<file path="config.mk">
export PLATFORM = sky130hd
export DESIGN_NAME = samp_phase_ctrl
export DESIGN_NICKNAME = d
export VERILOG_FILES = /design/src/rtl/samp_phase_ctrl.sv
export SDC_FILE = /design/constraint.sdc
export NUM_CORES = 1
export LEC_CHECK = 0
export CAP_MARGIN = 20
export CELL_PAD_IN_SITES_DETAIL_PLACEMENT = 1
export CELL_PAD_IN_SITES_GLOBAL_PLACEMENT = 1
export CORE_ASPECT_RATIO = 2
export CORE_MARGIN = 5
export CORE_UTILIZATION = 35
export DETAILED_ROUTE_END_ITERATION = 7
export GPL_TIMING_DRIVEN = 0
export PLACE_DENSITY_LB_ADDON = 0.1
export SYNTH_ARGS = -nofsm -noshare
export SYNTH_HDL_FRONTEND = slang
export SYNTH_SLANG_ARGS = --single-unit
</file>
<file path="constraint.sdc">
create_clock -name clk -period 2 [get_ports clk]
set_clock_uncertainty 0.2 [all_clocks]
set_input_delay 0.4 -clock clk [delete_from_list [all_inputs] [get_ports clk]]
set_output_delay 0.4 -clock clk [all_outputs]
set_load 0.02 [all_outputs]
</file>
<file path="src/rtl/samp_phase_ctrl.sv">
// Sampling-switch phase sequencer: track window, guard intervals and SAR
// conversion enable, with single-frame and continuous operation.
module samp_phase_ctrl #(
  parameter int unsigned CNT_W = 8,
  parameter int unsigned DEAD  = 2
) (
  input  logic             clk,
  input  logic             rst_b,
  input  logic             start,
  input  logic             cont,
  input  logic [CNT_W-1:0] samp_len,
  input  logic             conv_done,
  output logic             samp,
  output logic             samp_b,
  output logic             conv_en,
  output logic             busy,
  output logic             frame_done
);

  typedef enum logic [2:0] {
    IDLE       = 3'd0,
    TRACK      = 3'd1,
    GUARD_PRE  = 3'd2,
    CONV       = 3'd3,
    GUARD_POST = 3'd4
  } state_t;

  localparam logic [CNT_W-1:0] DEAD_CNT = CNT_W'(DEAD);
  localparam logic [CNT_W-1:0] ONE_CNT  = CNT_W'(1);

  state_t           state, state_nxt;
  logic [CNT_W-1:0] cnt, cnt_nxt;
  logic [CNT_W-1:0] len_lat;
  logic             cnt_last;
  logic             samp_nxt, conv_en_nxt, busy_nxt, frame_done_nxt;

  // A zero-length track request still closes the switch for one cycle.
  assign len_lat  = (samp_len == '0) ? ONE_CNT : samp_len;
  assign cnt_last = (cnt <= ONE_CNT);

  // Next state, down-counter and the registered-output inputs.
  always_comb begin
    state_nxt      = state;
    cnt_nxt        = cnt;
    frame_done_nxt = 1'b0;

    case (state)
      IDLE: begin
        cnt_nxt = '0;
        if (start) begin
          state_nxt = TRACK;
          cnt_nxt   = len_lat;
        end
      end
      TRACK: begin
        if (cnt_last) begin
          state_nxt = GUARD_PRE;
          cnt_nxt   = DEAD_CNT;
        end else begin
          cnt_nxt = cnt - ONE_CNT;
        end
      end
      GUARD_PRE: begin
        if (cnt_last) begin
          state_nxt = CONV;
          cnt_nxt   = '0;
        end else begin
          cnt_nxt = cnt - ONE_CNT;
        end
      end
      CONV: begin
        if (conv_done) begin
          state_nxt = GUARD_POST;
          cnt_nxt   = DEAD_CNT;
        end
      end
      GUARD_POST: begin
        if (cnt_last) begin
          frame_done_nxt = 1'b1;
          if (cont) begin
            state_nxt = TRACK;
            cnt_nxt   = len_lat;
          end else begin
            state_nxt = IDLE;
            cnt_nxt   = '0;
          end
        end else begin
          cnt_nxt = cnt - ONE_CNT;
        end
      end
      default: begin
        state_nxt = IDLE;
        cnt_nxt   = '0;
      end
    endcase

    // Outputs follow the state being entered so they change on the same edge.
    samp_nxt    = (state_nxt == TRACK);
    conv_en_nxt = (state_nxt == CONV);
    busy_nxt    = (state_nxt != IDLE);
  end

  always_ff @(posedge clk or negedge rst_b) begin
    if (!rst_b) begin
      state      <= IDLE;
      cnt        <= '0;
      samp       <= 1'b0;
      samp_b     <= 1'b1;
      conv_en    <= 1'b0;
      busy       <= 1'b0;
      frame_done <= 1'b0;
    end else begin
      state      <= state_nxt;
      cnt        <= cnt_nxt;
      samp       <= samp_nxt;
      samp_b     <= ~samp_nxt;
      conv_en    <= conv_en_nxt;
      busy       <= busy_nxt;
      frame_done <= frame_done_nxt;
    end
  end

endmodule
</file>
Word level (Yosys, flattened, before mapping)
Cells that the tools add are included.

Reduce and logical (&&, ||, !) cells: 3. Order comparisons: 1. Bitwise operators: 1. Multiplexer cells: 17. Add/subtract/negate cells: 1. Eq/ne operators: 7.

Operators by type and width (number): 8-bit 2-to-1 mux (7); 8-bit one-hot mux with 5 select lines (1); 3-bit 2-to-1 mux (5); 3-bit one-hot mux with 5 select lines (1); 3-bit by 2-bit == test with 1-bit output, second input constant (3); 8-bit by 1-bit less-or-equal comparator with 1-bit output, second input constant (1); 8-bit logical NOT (1); 8-bit by 1-bit subtractor with 8-bit output, second input constant (1); 3-bit by 1-bit == test with 1-bit output, second input constant (2); 3-bit == test, second input constant (1); 3-bit logical NOT (1); 1-bit 2-to-1 mux (3); 3-bit nonzero test (1); 2-bit != test, second input constant (1); 1-bit inverter (1).

Output and inout port bits: 5. Bits of input ports: 13. Word-level logic and storage cells: 37. Register bits after elaboration: 16.

Longest topological paths before layout
Word-level depth: 5. Depth in mapped cells: 7. Depth with buffers taken out: 6.

Worst setup path after synthesis
No wires, ideal clock.

Path kind: register to register. Start: reg cnt[5]. End: reg samp_b. Arrival: 1.854 ns. Clock period less this slack: 2.136 ns. Slack: -0.136 ns. Cell stages (with the launch flop): 7. Buffers on the path: 2. Data required time: 1.718 ns. Library setup time: 0.082 ns. Cell sequence: dfrtp_1 or4_1 buf_2 or3_1 buf_2 or2_1 o31a_1.

Word-level cells in the longest chain between the ends: 5. Elaborated cells on any way between the ends: 7. Classes of those cells: 1 x order compare; 1 x eq/ne; 4 x mux; 1 x bitwise.

Ends and longest elaborated chain: from (decl) (RTL line 32) `logic [CNT_W-1:0] cnt, cnt_nxt;`; from (signal assigned) (RTL line 114) `cnt <= cnt_nxt;`; 8-bit by 1-bit less-or-equal comparator with 1-bit output (*) (RTL line 39) `assign cnt_last = (cnt <= ONE_CNT);`; 3-bit 2-to-1 mux (on tied branches) (RTL line 78, 56, 64); 3-bit one-hot mux with 5 select lines (*) (RTL line 47) `case (state)`; 3-bit by 1-bit == test with 1-bit output (*) (RTL line 98) `samp_nxt = (state_nxt == TRACK);`; 1-bit inverter (*) (RTL line 116) `samp_b <= ~samp_nxt;`; to (signal assigned) (RTL line 116); to (decl) (RTL line 14) `output logic samp_b,`.

Mark *: on every way between the ends. The rest lies on a longest branch, timed or not. A chain may end at the register's enable or synchronous reset.

Final worst setup path
Start: reg cnt[3]. End: reg cnt[1].

Word-level cells in the longest chain between the ends: 3. Elaborated cells on any way between the ends: 5. Classes of those cells: 1 x order compare; 4 x mux.

Ends and longest elaborated chain (RTL line): 8-bit by 1-bit less-or-equal comparator with 1-bit output (*) (39); 8-bit 2-to-1 mux (on tied branches) (78, 56, 64); 8-bit one-hot mux with 5 select lines (*) (47).

Marked as above.

==> impl_metrics.sql <==
INSERT INTO impl_metrics (metric_group, metric, value, unit) VALUES
('run_status', 'run_status', 'finished with violations', ''),
('run_status', 'failing_checks', 'setup timing', ''),
('critical_path', 'critical-path-top-delay-family', 'simple AND/OR/NAND/NOR gates', ''),
('yosys', 'seq_area_frac_synth', '40.0', '%'),
('clocking', 'htree_levels', '1', ''),
('critical_path', 'reg2reg_depth', '4', ''),
('drt', 'met3RoutedLength', '73', 'µm'),
('drt', 'wl', '3.14', 'mm'),
('sta', 'fin_tns_setup', '-243', 'ps'),
('worst_hold_path', 'hold_path.startpoint', 'cnt[7]$_DFFE_PN0P_', ''),
('critical_path', 'end_kind', 'flop', ''),
('drt', 'total_via_count_after_detailed_routing', '964', ''),
('sta', 'hold_violations', '0', ''),
('clocking', 'cts.clk_slew.worst_paths', '70', 'ps'),
('drt', 'routedWlPerCell', '19.3', 'µm'),
('yosys', 'synthesis.area', '0.00100', 'mm²'),
('die', 'placementRows', '27', ''),
('yosys', 'synth-seq-cells', '16', ''),
('critical_path', 'timing.critical_path.slowest_stage_cell', 'or4_4', ''),
('sta', 'fmax', '480', 'MHz'),
('pwr', 'power_dens_cells', '1630', 'mW/mm²'),
('clocking', 'cts.root.buffer_cell', 'clkbuf_8', ''),
('yosys', 'synth_enable_flop_cells', '0', ''),
('critical_path', 'reg_to_reg_critical_path_endpoint', 'cnt[1]$_DFFE_PN0P_', ''),
('sta', 'final.min_clock_period', '2080', 'ps'),
('place', 'place.gp.congestion', '0.877', ''),
('sta', 'total_of_endpoints_with_negative_setup_slack_in_the_final_report', '6', ''),
('die', 'initial_core_util', '36.3', '%'),
('die', 'die_area', '0.00411', 'mm²'),
('yosys', 'synth.area.mux_share', '1.99', '%'),
('layout', 'fillerInstances', '328', ''),
('worst_hold_path', 'worst_hold_path.endpoint', 'cnt[7]$_DFFE_PN0P_', ''),
('yosys', 'synth-simple-area-share', '23.7', '%'),
('global_route', 'wire_length_of_the_first_global_routing_pass', '5.02', 'mm'),
('drt', 'drc_errors', '0', ''),
('sta', 'worst_slew_pin_slew', '768', 'ps'),
('sta', 'rsz0062_at_grt', 'yes', ''),
('critical_path', 'worstPathMaxFanout', '7', ''),
('layout', 'layout.nets', '150', ''),
('yosys', 'syn_nets', '126', ''),
('global_route', 'grt_max_degree', '17', ''),
('place', 'hpwl_after_detailed_placement', '2.25', 'mm'),
('critical_path', 'crit_chain', 'or4_4 -> or3_4 -> a32oi_2 -> a211oi_2', ''),
('global_route', 'grt_util_all_layers', '17.0', '%'),
('clocking', 'source_to_sink_clock_delay_at_the_later_pin_of_the_worst_skew_pair', '260', 'ps'),
('pwr', 'cellLeakagePower', '0.000553', 'µW'),
('layout', 'syn2layout_area_growth', '38.9', '%'),
('global_route', 'via_count_of_the_first_global_routing_pass', '1091', ''),
('yosys', 'synth_top_family_by_area', 'simple AND/OR/NAND/NOR gates', ''),
('drt', 'ant_nets', '0', ''),
('yosys', 'synthXorXnorAreaFrac', '3.49', '%'),
('die', 'fp.dieH', '85.8', 'µm'),
('critical_path', 'worst-endpoint-arrival', '2010', 'ps'),
('yosys', 'syn_area_per_cell', '9.05', 'µm²'),
('pwr', 'peakVddDrop', '0.593', 'mV'),
('critical_path', 'worst-setup-path-type', 'flop to flop', ''),
('worst_hold_path', 'timing.hold.worst_path_depth', '2', ''),
('clocking', 'cts_hold_buffers', '0', ''),
('worst_hold_path', 'holdCritPathClass', 'flop to flop', ''),
('yosys', 'synthDistinctLibCells', '41', ''),
('yosys', 'dominantRegCellSynth', 'dfrtp_1', ''),
('sta', 'post-route-worst-setup-slack', '-82.3', 'ps'),
('layout', 'antennaDiodeCount', '0', ''),
('place', 'preCtsSetupSlack', '-500', 'ps'),
('drt', 'detailroute.wirelength.met2', '1.83', 'mm'),
('sta', 'max-slew-margin-rel', '48.6', '%'),
('critical_path', 'timing.critical_path.from', 'cnt[3]$_DFFE_PN0P_', ''),
('yosys', 'netlist_instances', '111', ''),
('drt', 'drc_violation_total_after_the_first_tritonroute_iteration', '33', ''),
('drt', 'drt_pass1_iterations', '4', ''),
('job', 'max_cap_violations', '0', '');
-- synthesized netlist by cell type, drive strengths merged, types with 2 or more instances --
master | n | area [µm²]
nor2 | 8 | 30.0
nand2 | 7 | 26.3
dfrtp | 15 | 375
xnor2 | 4 | 35.0
mux2i | 2 | 20.0
nor3 | 12 | 65.1
clkbuf | 4 | 15.0
nor4 | 2 | 12.5
buf | 3 | 15.0
inv | 5 | 18.8
ha | 2 | 25.0
nand2b | 3 | 18.8
o211ai | 2 | 15.0
a221o | 5 | 50.1
or2 | 3 | 18.8
o21ai | 6 | 30.0
o21bai | 2 | 15.0
a21o | 2 | 15.0
a21oi | 3 | 15.0
o22ai | 2 | 12.5
-- worst min-delay path, cell delays in order, from the launching register on --
cell	delay, ps
dfrtp_1	390
nand2_1	70
o211ai_1	80
-- layout make-up --
type | instances | area (µm²) | area share [%]
well taps | 29 | 36.3 | 2.60
repair buffers | 23 | 221 | 15.9
inverters | 5 | 18.8 | 1.35
clock buffers | 4 | 55.1 | 3.95
flip-flops and latches | 16 | 404 | 29.0
multi-input cells | 83 | 648 | 46.5
plain buffers | 3 | 11.3 | 0.807
-- power breakdown --
group	switching, µW	internal, µW	total (µW)
logic	744	653	1400
clock network	122	175	297
registers	114	461	575
-- repair_timing --
action,CTS,global route
buffers inserted,5,1
resized for setup,15,7
pin swaps,13,5
endpoints found under the setup margin,15,11
-- state kept, by name (all words and copies together) (netlist names) --
register    count
cnt             8
busy            1
frame_done      1
state           3
conv_en         1
samp_b          1
samp            1
-- cells by family after synthesis --
family,after synthesis
AND/OR/NAND/NOR,43
AO/OA/AOI/OAI,32
XOR/XNOR,4
multiplexers,2
buffers and inverters,12
flip-flops,16
adder cells (fa/ha/maj),2
-- how the worst max path moves through the flow --
stage / end / slack, ps
final: cnt[1]$_DFFE_PN0P_ / -80
after global routing: samp_b$_DFF_PN1_ / -130
after CTS: cnt[1]$_DFFE_PN0P_ / -140
after detailed placement: cnt[4]$_DFFE_PN0P_ / -500
after global placement: cnt[6]$_DFFE_PN0P_ / -450
after floorplan: samp_b$_DFF_PN1_ / -100
-- stage by stage --
step	total power [µW]	cells	utilization [%]	area, µm²
detailed placement	1730	157	44.3	1230
global route	2410	163	50.4	1400
finish	2270	163	50.4	1400
floorplan	1400	111	-	1020
CTS	2190	162	48.9	1360
global placement	1700	157	44.3	1230
-- routing by layer --
layer	up-vias	track usage, %
li1	459	-
met1	482	17.5
met2	16	30.4
met3	7	2.10
met4	0	9.07
met5	-	0
-- cells in the final DEF, fill, tap and decap left out, types with 2 or more instances in the layout --
master           Yosys  final
a21o_1               2      2
dfrtp_1             15     13
buf_6                0      2
o22ai_1              2      2
o211ai_1             2      2
xnor2_1              4      4
buf_4                0      4
a221o_1              5      5
nor2_1               8      7
nor3_1              11      8
o21bai_1             2      2
nand2b_1             3      3
dfrtp_2              0      2
clkbuf_8             0      4
a21oi_1              3      2
inv_1                5      5
o21ai_0              6      6
clkdlybuf4s50_1      0     16
nor3_2               1      3
nand2_1              7      7
clkbuf_1             4      3
(Power assumes the default switching activity.)
